[src/rtl/div_k.sv]
// Iterative FP32 divider: restoring mantissa division, BITS_PER_CYCLE quotient bits per cycle, RNE rounding.
// Optional macro DIV_K_STATUS_EN adds status[3:0] = {invalid, div_by_zero, overflow, underflow}.
module div_k #(
    parameter int unsigned BITS_PER_CYCLE = 1
) (
    input  logic        clock,
    input  logic        reset,
    input  logic        in_valid,
    output logic        in_ready,
    input  logic [31:0] a_dividend,
    input  logic [31:0] b_divisor,
    output logic        out_valid,
    input  logic        out_ready,
    output logic [31:0] quotient
`ifdef DIV_K_STATUS_EN
    ,
    output logic [3:0]  status
`endif
);

    generate
        if (BITS_PER_CYCLE != 1 && BITS_PER_CYCLE != 2) begin : g_bad_bpc
            $error("div_k: BITS_PER_CYCLE must be 1 or 2");
        end
    endgenerate

    localparam int unsigned DIV_CYCLES = 26 / BITS_PER_CYCLE;

    typedef enum logic [2:0] {
        IDLE,
        SPECIAL,
        DIVIDE,
        ROUND,
        DONE
    } state_t;

    state_t state, state_next;

    logic [31:0]       a_q, b_q;
    logic              sign_q;
    logic signed [9:0] exp_q;
    logic [23:0]       mb_q;
    logic [25:0]       rem_q;
    logic [25:0]       q_q;
    logic [4:0]        cnt_q;

    // Operand classification (subnormals count as zero)
    logic [7:0]        ea, eb;
    logic [22:0]       fa, fb;
    logic              a_nan, b_nan, a_inf, b_inf, a_zero, b_zero, sgn;
    logic              spec_hit, spec_inv;
    logic [31:0]       spec_res;
    logic [23:0]       ma, mb;
    logic signed [9:0] exp_init;
    logic [25:0]       rem_init;

    always_comb begin
        ea       = a_q[30:23];
        eb       = b_q[30:23];
        fa       = a_q[22:0];
        fb       = b_q[22:0];
        a_nan    = (&ea) && (|fa);
        b_nan    = (&eb) && (|fb);
        a_inf    = (&ea) && !(|fa);
        b_inf    = (&eb) && !(|fb);
        a_zero   = !(|ea);
        b_zero   = !(|eb);
        sgn      = a_q[31] ^ b_q[31];
        spec_hit = 1'b0;
        spec_inv = 1'b0;
        spec_res = '0;
        if (a_nan || b_nan || (a_zero && b_zero) || (a_inf && b_inf)) begin
            spec_hit = 1'b1;
            spec_inv = 1'b1;
            spec_res = 32'h7FC0_0000;
        end else if (a_inf || b_zero) begin
            spec_hit = 1'b1;
            spec_res = {sgn, 8'hFF, 23'd0};
        end else if (a_zero || b_inf) begin
            spec_hit = 1'b1;
            spec_res = {sgn, 31'd0};
        end
        ma       = {1'b1, fa};
        mb       = {1'b1, fb};
        exp_init = $signed({2'b00, ea}) - $signed({2'b00, eb}) + 10'sd127;
        // Pre-normalise so the first quotient bit is always 1
        if (ma < mb) begin
            rem_init = {1'b0, ma, 1'b0};
            exp_init = exp_init - 10'sd1;
        end else begin
            rem_init = {2'b00, ma};
        end
    end

    // One DIVIDE cycle: BITS_PER_CYCLE restoring steps chained combinationally
    logic [25:0] div_r, div_qb;

    always_comb begin
        div_r  = rem_q;
        div_qb = q_q;
        for (int unsigned i = 0; i < BITS_PER_CYCLE; i++) begin
            if (div_r >= {2'b00, mb_q}) begin
                div_r  = div_r - {2'b00, mb_q};
                div_qb = {div_qb[24:0], 1'b1};
            end else begin
                div_qb = {div_qb[24:0], 1'b0};
            end
            div_r = {div_r[24:0], 1'b0};
        end
    end

    // Round to nearest even on {mant, guard, round, sticky}
    logic [23:0]       r_mant;
    logic              r_up;
    logic [24:0]       r_sum;
    logic [22:0]       r_frac;
    logic signed [9:0] r_exp;
    logic              round_ovf, round_unf;
    logic [31:0]       round_res;

    always_comb begin
        r_mant = q_q[25:2];
        r_up   = q_q[1] && (q_q[0] || (|rem_q) || r_mant[0]);
        r_sum  = {1'b0, r_mant} + {24'd0, r_up};
        if (r_sum[24]) begin
            r_frac = r_sum[23:1];
            r_exp  = exp_q + 10'sd1;
        end else begin
            r_frac = r_sum[22:0];
            r_exp  = exp_q;
        end
        round_ovf = (r_exp >= 10'sd255);
        round_unf = !round_ovf && (r_exp <= 10'sd0);
        if (round_ovf) begin
            round_res = {sign_q, 8'hFF, 23'd0};
        end else if (round_unf) begin
            round_res = {sign_q, 31'd0};
        end else begin
            round_res = {sign_q, r_exp[7:0], r_frac};
        end
    end

    always_ff @(posedge clock or negedge reset) begin
        if (!reset) begin
            state <= IDLE;
        end else begin
            state <= state_next;
        end
    end

    always_comb begin
        state_next = state;
        case (state)
            IDLE:    if (in_valid) state_next = SPECIAL;
            SPECIAL: state_next = spec_hit ? DONE : DIVIDE;
            DIVIDE:  if (cnt_q == 5'(DIV_CYCLES - 1)) state_next = ROUND;
            ROUND:   state_next = DONE;
            DONE:    if (out_valid && out_ready) state_next = IDLE;
            default: state_next = IDLE;
        endcase
    end

    assign in_ready = reset && (state == IDLE);

    always_ff @(posedge clock or negedge reset) begin
        if (!reset) begin
            a_q       <= '0;
            b_q       <= '0;
            sign_q    <= 1'b0;
            exp_q     <= '0;
            mb_q      <= '0;
            rem_q     <= '0;
            q_q       <= '0;
            cnt_q     <= '0;
            quotient  <= '0;
            out_valid <= 1'b0;
        end else begin
            case (state)
                IDLE: begin
                    if (in_valid) begin
                        a_q <= a_dividend;
                        b_q <= b_divisor;
                    end
                end
                SPECIAL: begin
                    sign_q <= sgn;
                    exp_q  <= exp_init;
                    mb_q   <= mb;
                    rem_q  <= rem_init;
                    q_q    <= '0;
                    cnt_q  <= '0;
                    if (spec_hit) quotient <= spec_res;
                end
                DIVIDE: begin
                    rem_q <= div_r;
                    q_q   <= div_qb;
                    cnt_q <= cnt_q + 5'd1;
                end
                ROUND: begin
                    quotient <= round_res;
                end
                DONE: begin
                    // Valid rises one cycle after entering DONE, drops on handshake
                    out_valid <= !(out_valid && out_ready);
                end
                default: ;
            endcase
        end
    end

`ifdef DIV_K_STATUS_EN
    logic [3:0] status_q;
    logic       spec_dbz;

    assign spec_dbz = b_zero && !a_inf && !spec_inv;

    always_ff @(posedge clock or negedge reset) begin
        if (!reset) begin
            status_q <= '0;
        end else if (state == IDLE && in_valid) begin
            status_q <= '0;
        end else if (state == SPECIAL && spec_hit) begin
            status_q <= {spec_inv, spec_dbz, 2'b00};
        end else if (state == ROUND) begin
            status_q <= {2'b00, round_ovf, round_unf};
        end
    end

    assign status = status_q;
`endif

endmodule

[config.mk]
export PLATFORM = sky130hd
export DESIGN_NAME = div_k
export DESIGN_NICKNAME = d
export VERILOG_FILES = /design/src/rtl/div_k.sv
export SDC_FILE = /design/constraint.sdc
export NUM_CORES = 1
export LEC_CHECK = 0
export CORE_MARGIN = 3
export CORE_UTILIZATION = 50
export CTS_CLUSTER_DIAMETER = 80
export DETAILED_ROUTE_END_ITERATION = 6
export PLACE_DENSITY = 0.78
export SLEW_MARGIN = 25
export SYNTH_ARGS = -nofsm -noshare
export SYNTH_HDL_FRONTEND = slang
export SYNTH_SLANG_ARGS = --single-unit
[constraint.sdc]
create_clock -name clock -period 2.8 [get_ports clock]
set_input_delay 0.28 -clock clock [delete_from_list [all_inputs] [get_ports clock]]
set_output_delay 0.28 -clock clock [all_outputs]
set_load 0.01 [all_outputs]
Word level (Yosys, flattened, before mapping) --
Cells that the tools add are included.
Word-level totals: register bits 192, input port bits 68, output and inout bits 34, logic and storage cells 92
Cells by class: $add $sub $neg 7, magnitude comparators 4, equal/unequal tests 9, mux-type cells 24, bitwise operators 1, reduce and logical (&&, ||, !) cells 36
Operator list (number):
- 32-bit 2-to-1 mux | 4
- 26-bit case mux with 2 select lines | 2
- 32-bit case mux with 2 select lines | 1
- 31-bit 2-to-1 mux | 2
- 25-bit 2-to-1 mux | 2
- 23-bit OR reduction | 2
- 26-bit by 24-bit greater-or-equal comparator with 1-bit output | 1
- 26-bit OR reduction | 1
- 24-bit by 1-bit adder with 25-bit output | 1
- 25-bit by 24-bit subtractor with 25-bit output | 1
- 24-bit less-than comparator | 1
- 23-bit 2-to-1 mux | 1
- 10-bit 2-to-1 mux | 2
- 8-bit AND reduction | 2
- 8-bit OR reduction | 2
- 3-bit case mux with 5 select lines | 1
- 3-bit 2-to-1 mux | 4
- 10-bit by 2-bit adder with 10-bit output (second input constant) | 1
- 9-bit by 8-bit adder with 10-bit output (second input constant) | 1
- 10-bit by 9-bit greater-or-equal comparator with 1-bit output (second input constant) | 1
- 10-bit by 1-bit <= comparator with 1-bit output (second input constant) | 1
- 1-bit logical AND | 10
- 5-bit case mux with 2 select lines | 1
- 10-bit by 2-bit subtractor with 10-bit output (second input constant) | 1
- other kinds (15) | 35

Logic depth before layout (Yosys ltp) --
word-level depth 12, mapped depth 14

Worst setup path before layout --
No wires, ideal clock.
path kind reg-to-reg, from register a_q[23], to register exp_q[9], setup time 0.120 ns, arrival time 2.758 ns, required time 2.680 ns, setup slack -0.079 ns, stages on the path, launching flop included 13, buffers on the path 0, period minus slack after synthesis 2.879 ns, cell sequence dfrtp_1 -> inv_1 -> ha_1 -> inv_1 -> fa_1 -> a211oi_1 -> nor2_1 -> xor2_1 -> nor3_1 -> nor3b_1 -> xnor2_1 -> nor4_1 -> a41o_1
Between the ends: longest elaborated chain between the ends 4
RTL lines:
- start: declaration | RTL line 39 | logic [31:0] a_q, b_q;
- start signal: assignment | RTL line 181 | a_q <= a_dividend;
- 8-bit by 8-bit subtractor with 9-bit output (*) | RTL line 85 | exp_init = $signed({2'b00, ea}) - $signed({2'b00, eb}) + 10'sd127;
- 9-bit by 8-bit adder with 10-bit output (*) | RTL line 85
- 10-bit by 2-bit subtractor with 10-bit output | RTL line 89 | exp_init = exp_init - 10'sd1;
- 10-bit 2-to-1 mux (*) | RTL line 87 | if (ma < mb) begin
- end signal: assignment | RTL line 187 | exp_q <= exp_init;
- end: declaration | RTL line 41 | logic signed [9:0] exp_q;
Every way passes the cells marked *; elsewhere a longest branch is shown, timed or not. A chain may end at the register's enable or synchronous reset.

Worst setup path in the final report --
from register mb_q[22], to register rem_q[21]
Between the ends: longest elaborated chain between the ends 3
RTL lines:
- start: declaration | RTL line 42 | logic [23:0] mb_q;
- start signal: assignment | RTL line 188 | mb_q <= mb;
- 26-bit by 24-bit greater-or-equal comparator with 1-bit output | RTL line 102 | if (div_r >= {2'b00, mb_q}) begin
- 25-bit 2-to-1 mux | RTL line 102
- 26-bit case mux with 2 select lines | RTL line 178 | case (state)
- end signal: assignment | RTL line 189 | rem_q <= rem_init;
- end signal: assignment | RTL line 195 | rem_q <= div_r;
- end: declaration | RTL line 43 | logic [25:0] rem_q;
Every way passes these cells.

==> reports/metrics.cfg <==
[status]
status=complete, but fails checks
violations=negative setup slack

[setup_path]
r2r_setup_slack_ps=-40
start_kind=flop
cp_max_fo=12
arrival_ps=3210
endpoint_kind=flop
crit_type=flop to flop
cp.required_ps=3170

[cells_and_area]
fin_cells=1724
area_growth_pct=26.10
diodes=0
multiInputGateArea_sq_um=6558
fin_nets=1556
drive_above_1_share_pct=19.81
nFillCells=1825
final_core_util_pct=64.36
layout.area.seq_sq_um=4806

[timing]
relSlewSlack_pct=36.93
hold_ws_ps=42.44
layout_setup_ws_ps=-37.34
tightest_slew_ps=946.1
hold_violations=0
rsz0062_at_grt=yes
period_share_pct=101.3
fin_worst_skew_ps=16.04
fmax_mhz=352.4
finalMaxSlewViolations=0
setup_violations=4
period_minus_slack_ps=2837
setup-tns-final_ps=-72.53

[grt]
antenna_found_initial=0
grt_pass1_wl_um=51440
grt_max_degree=85
grt_usage_pct=25.47
grt_remaining_overflow=0
grt_pass1_vias=10140

[synthesis]
netlist_area_sq_um=11590
ys_seq_elements=192
postSynthAreaPerCell_sq_um=9.279
async_flop_share_pct=100.0
synthCells=1249
yosysSeqAreaShare_pct=41.46
synth_cell_types=80
synth_nets=1379
yosysWarningCount=0
synthFlopType=dfrtp_1
synth_edf_count=0

[clock_network]
clkTransAtPathRegs_ps=90
root_buffer=clkbuf_16
numCtsBuffers=17
clock_path_buffers=2
hold_buffers=0
cts_sinks=192
cts_tree=built
htree_num_levels=4
insertion_delay_ps=450

[routing]
first_iter_violations=880
wl_per_cell_um=18.53
ant_nets=0
vias=10400
drc=0
dr.pass1.iters=7
wirelength_um=31940
viasPerCell=6.035

[place]
place_congestion=0.9536
placed_cells=1684
hpwl_um=22740
port_buffers=101

[power_and_ir_drop]
finalPower_mw=21.96
ir_worst_vdd_mv=0.8864
powerDensity_nw_per_um2=1503
p_leak_nw=6.431

[worst_hold_path]
min_path_type=input pin to async pin

[floorplanning]
rows=55
start_util_pct=51.04
dieHeight_um=158.3
core_area_sq_um=22710
io_pins=102
die_w_um=158.3
die_area_sq_um=25040

[flow_run]
max_cap_viol_count=0

[Yosys cell counts (11+ instances only)]
master      n  area share (%)
dfrtp_1   192              41
nand2_1   132             4.3
o21ai_0   113             4.9
nor2_1     76             2.5
inv_1      73             2.4
ha_1       60             6.5
a21oi_1    52             2.2
mux2_2     51             5.0
clkbuf_1   45             1.5
xnor2_1    38             2.9
xor2_1     33             2.5
nand3_1    29             1.3
a22o_1     26             2.0
nor3_1     26             1.1
o22ai_1    25             1.3
nor4_1     24             1.3
a21o_1     21             1.4
a211oi_1   17             1.1
nand4_1    16            0.86
mux2i_1    15             1.3
a32o_1     13             1.1
nand2b_1   11            0.59
[logic make-up (layout without fill, tap and decap cells)]
kind of cell / after synthesis / after routing / share of synthesized area (%)
AND/OR/NAND/NOR: 382 / 382 / 16.24
AO/OA/AOI/OAI: 337 / 337 / 18.95
flip-flops: 192 / 192 / 41.46
buffers and inverters: 138 / 328 / 4.782
XOR/XNOR: 72 / 72 / 5.506
multiplexers: 66 / 66 / 6.251
adder cells (fa/ha/maj): 62 / 62 / 6.823
[registers in the layout (all words and copies together), names as in the netlist]
signal	cells
mb_q	24
a_q	32
quotient	32
state	3
rem_q	26
sign_q	1
out_valid	1
cnt_q	5
b_q	32
q_q	26
exp_q	10
[metrics by stage]
stage | area, sq um | setup WS (ps)
floorplan | 11590 | 4.952
global placement | 13610 | -23.36
detailed placement | 13610 | -126.2
CTS | 14270 | -29.11
global route | 14620 | -145.9
finish | 14620 | -37.34
[report_power, final]
group / leakage (nW) / switching, mW / internal (mW) / total (mW)
clock: 0.293 / 1.29 / 1.22 / 2.51
combinational: 3.73 / 7.72 / 6.77 / 14.5
sequential: 2.40 / 1.07 / 3.89 / 4.96
[path summary, 6_finish.rpt]
kind,startpoint,endpoint,cells past startpoint
min,reset,mb_q[11],2
min reg2reg,mb_q[23],mb_q[23],2
min in group clock,b_divisor[6],b_q[6],3
max reg2reg,mb_q[22],rem_q[21],11
max,mb_q[22],rem_q[21],11
max in group asynchronous,reset,rem_q[14],2
[cells in the final DEF, fill, tap and decap left out, drive strengths merged, types with 25 or more instances in the layout]
cell,count
nand3,30
o21ai,117
a22o,26
nor2,78
a21oi,52
buf,121
ha,60
nand2,132
xor2,34
o22ai,25
clkdlybuf4s50,100
dfrtp,192
xnor2,38
mux2,51
nor3,27
nor4,25
inv,80
[critical path, stage by stage (launching register included)]
cell	delay, ps
dfrtp_1	360
inv_1	70
ha_1	240
a21o_1	190
a2111oi_1	450
o21ai_1	180
a211o_1	340
o22ai_4	290
buf_4	270
a21oi_1	80
o21ai_0	90
o221a_2	190
[metal layers]
metal	up-vias	part of all wire (%)	GRT usage (%)
li1	4851	-	-
met1	5095	46	36.93
met2	410	46	40.03
met3	48	6.2	4.213
met4	0	2.2	6.637
met5	-	0	0
[timing repair]
item | 4_1_cts | 5_1_grt
pin swaps | 4 | 17
buffers inserted | 0 | 7
cloned | 0 | 1
endpoints found under the setup margin | 31 | 61
gates resized for setup | 9 | 61
[cell type report]
| cell class | instances | area share [%] |
|---|---|---|
| multi-input combinational | 919 | 44.87 |
| sequential | 192 | 32.88 |
| timing repair buffer | 223 | 13.76 |
| clock buffer | 17 | 2.911 |
| tap | 285 | 2.440 |
| inverter | 73 | 1.875 |
| clock inverter | 15 | 1.267 |
Power figures use the tool's default switching activity.
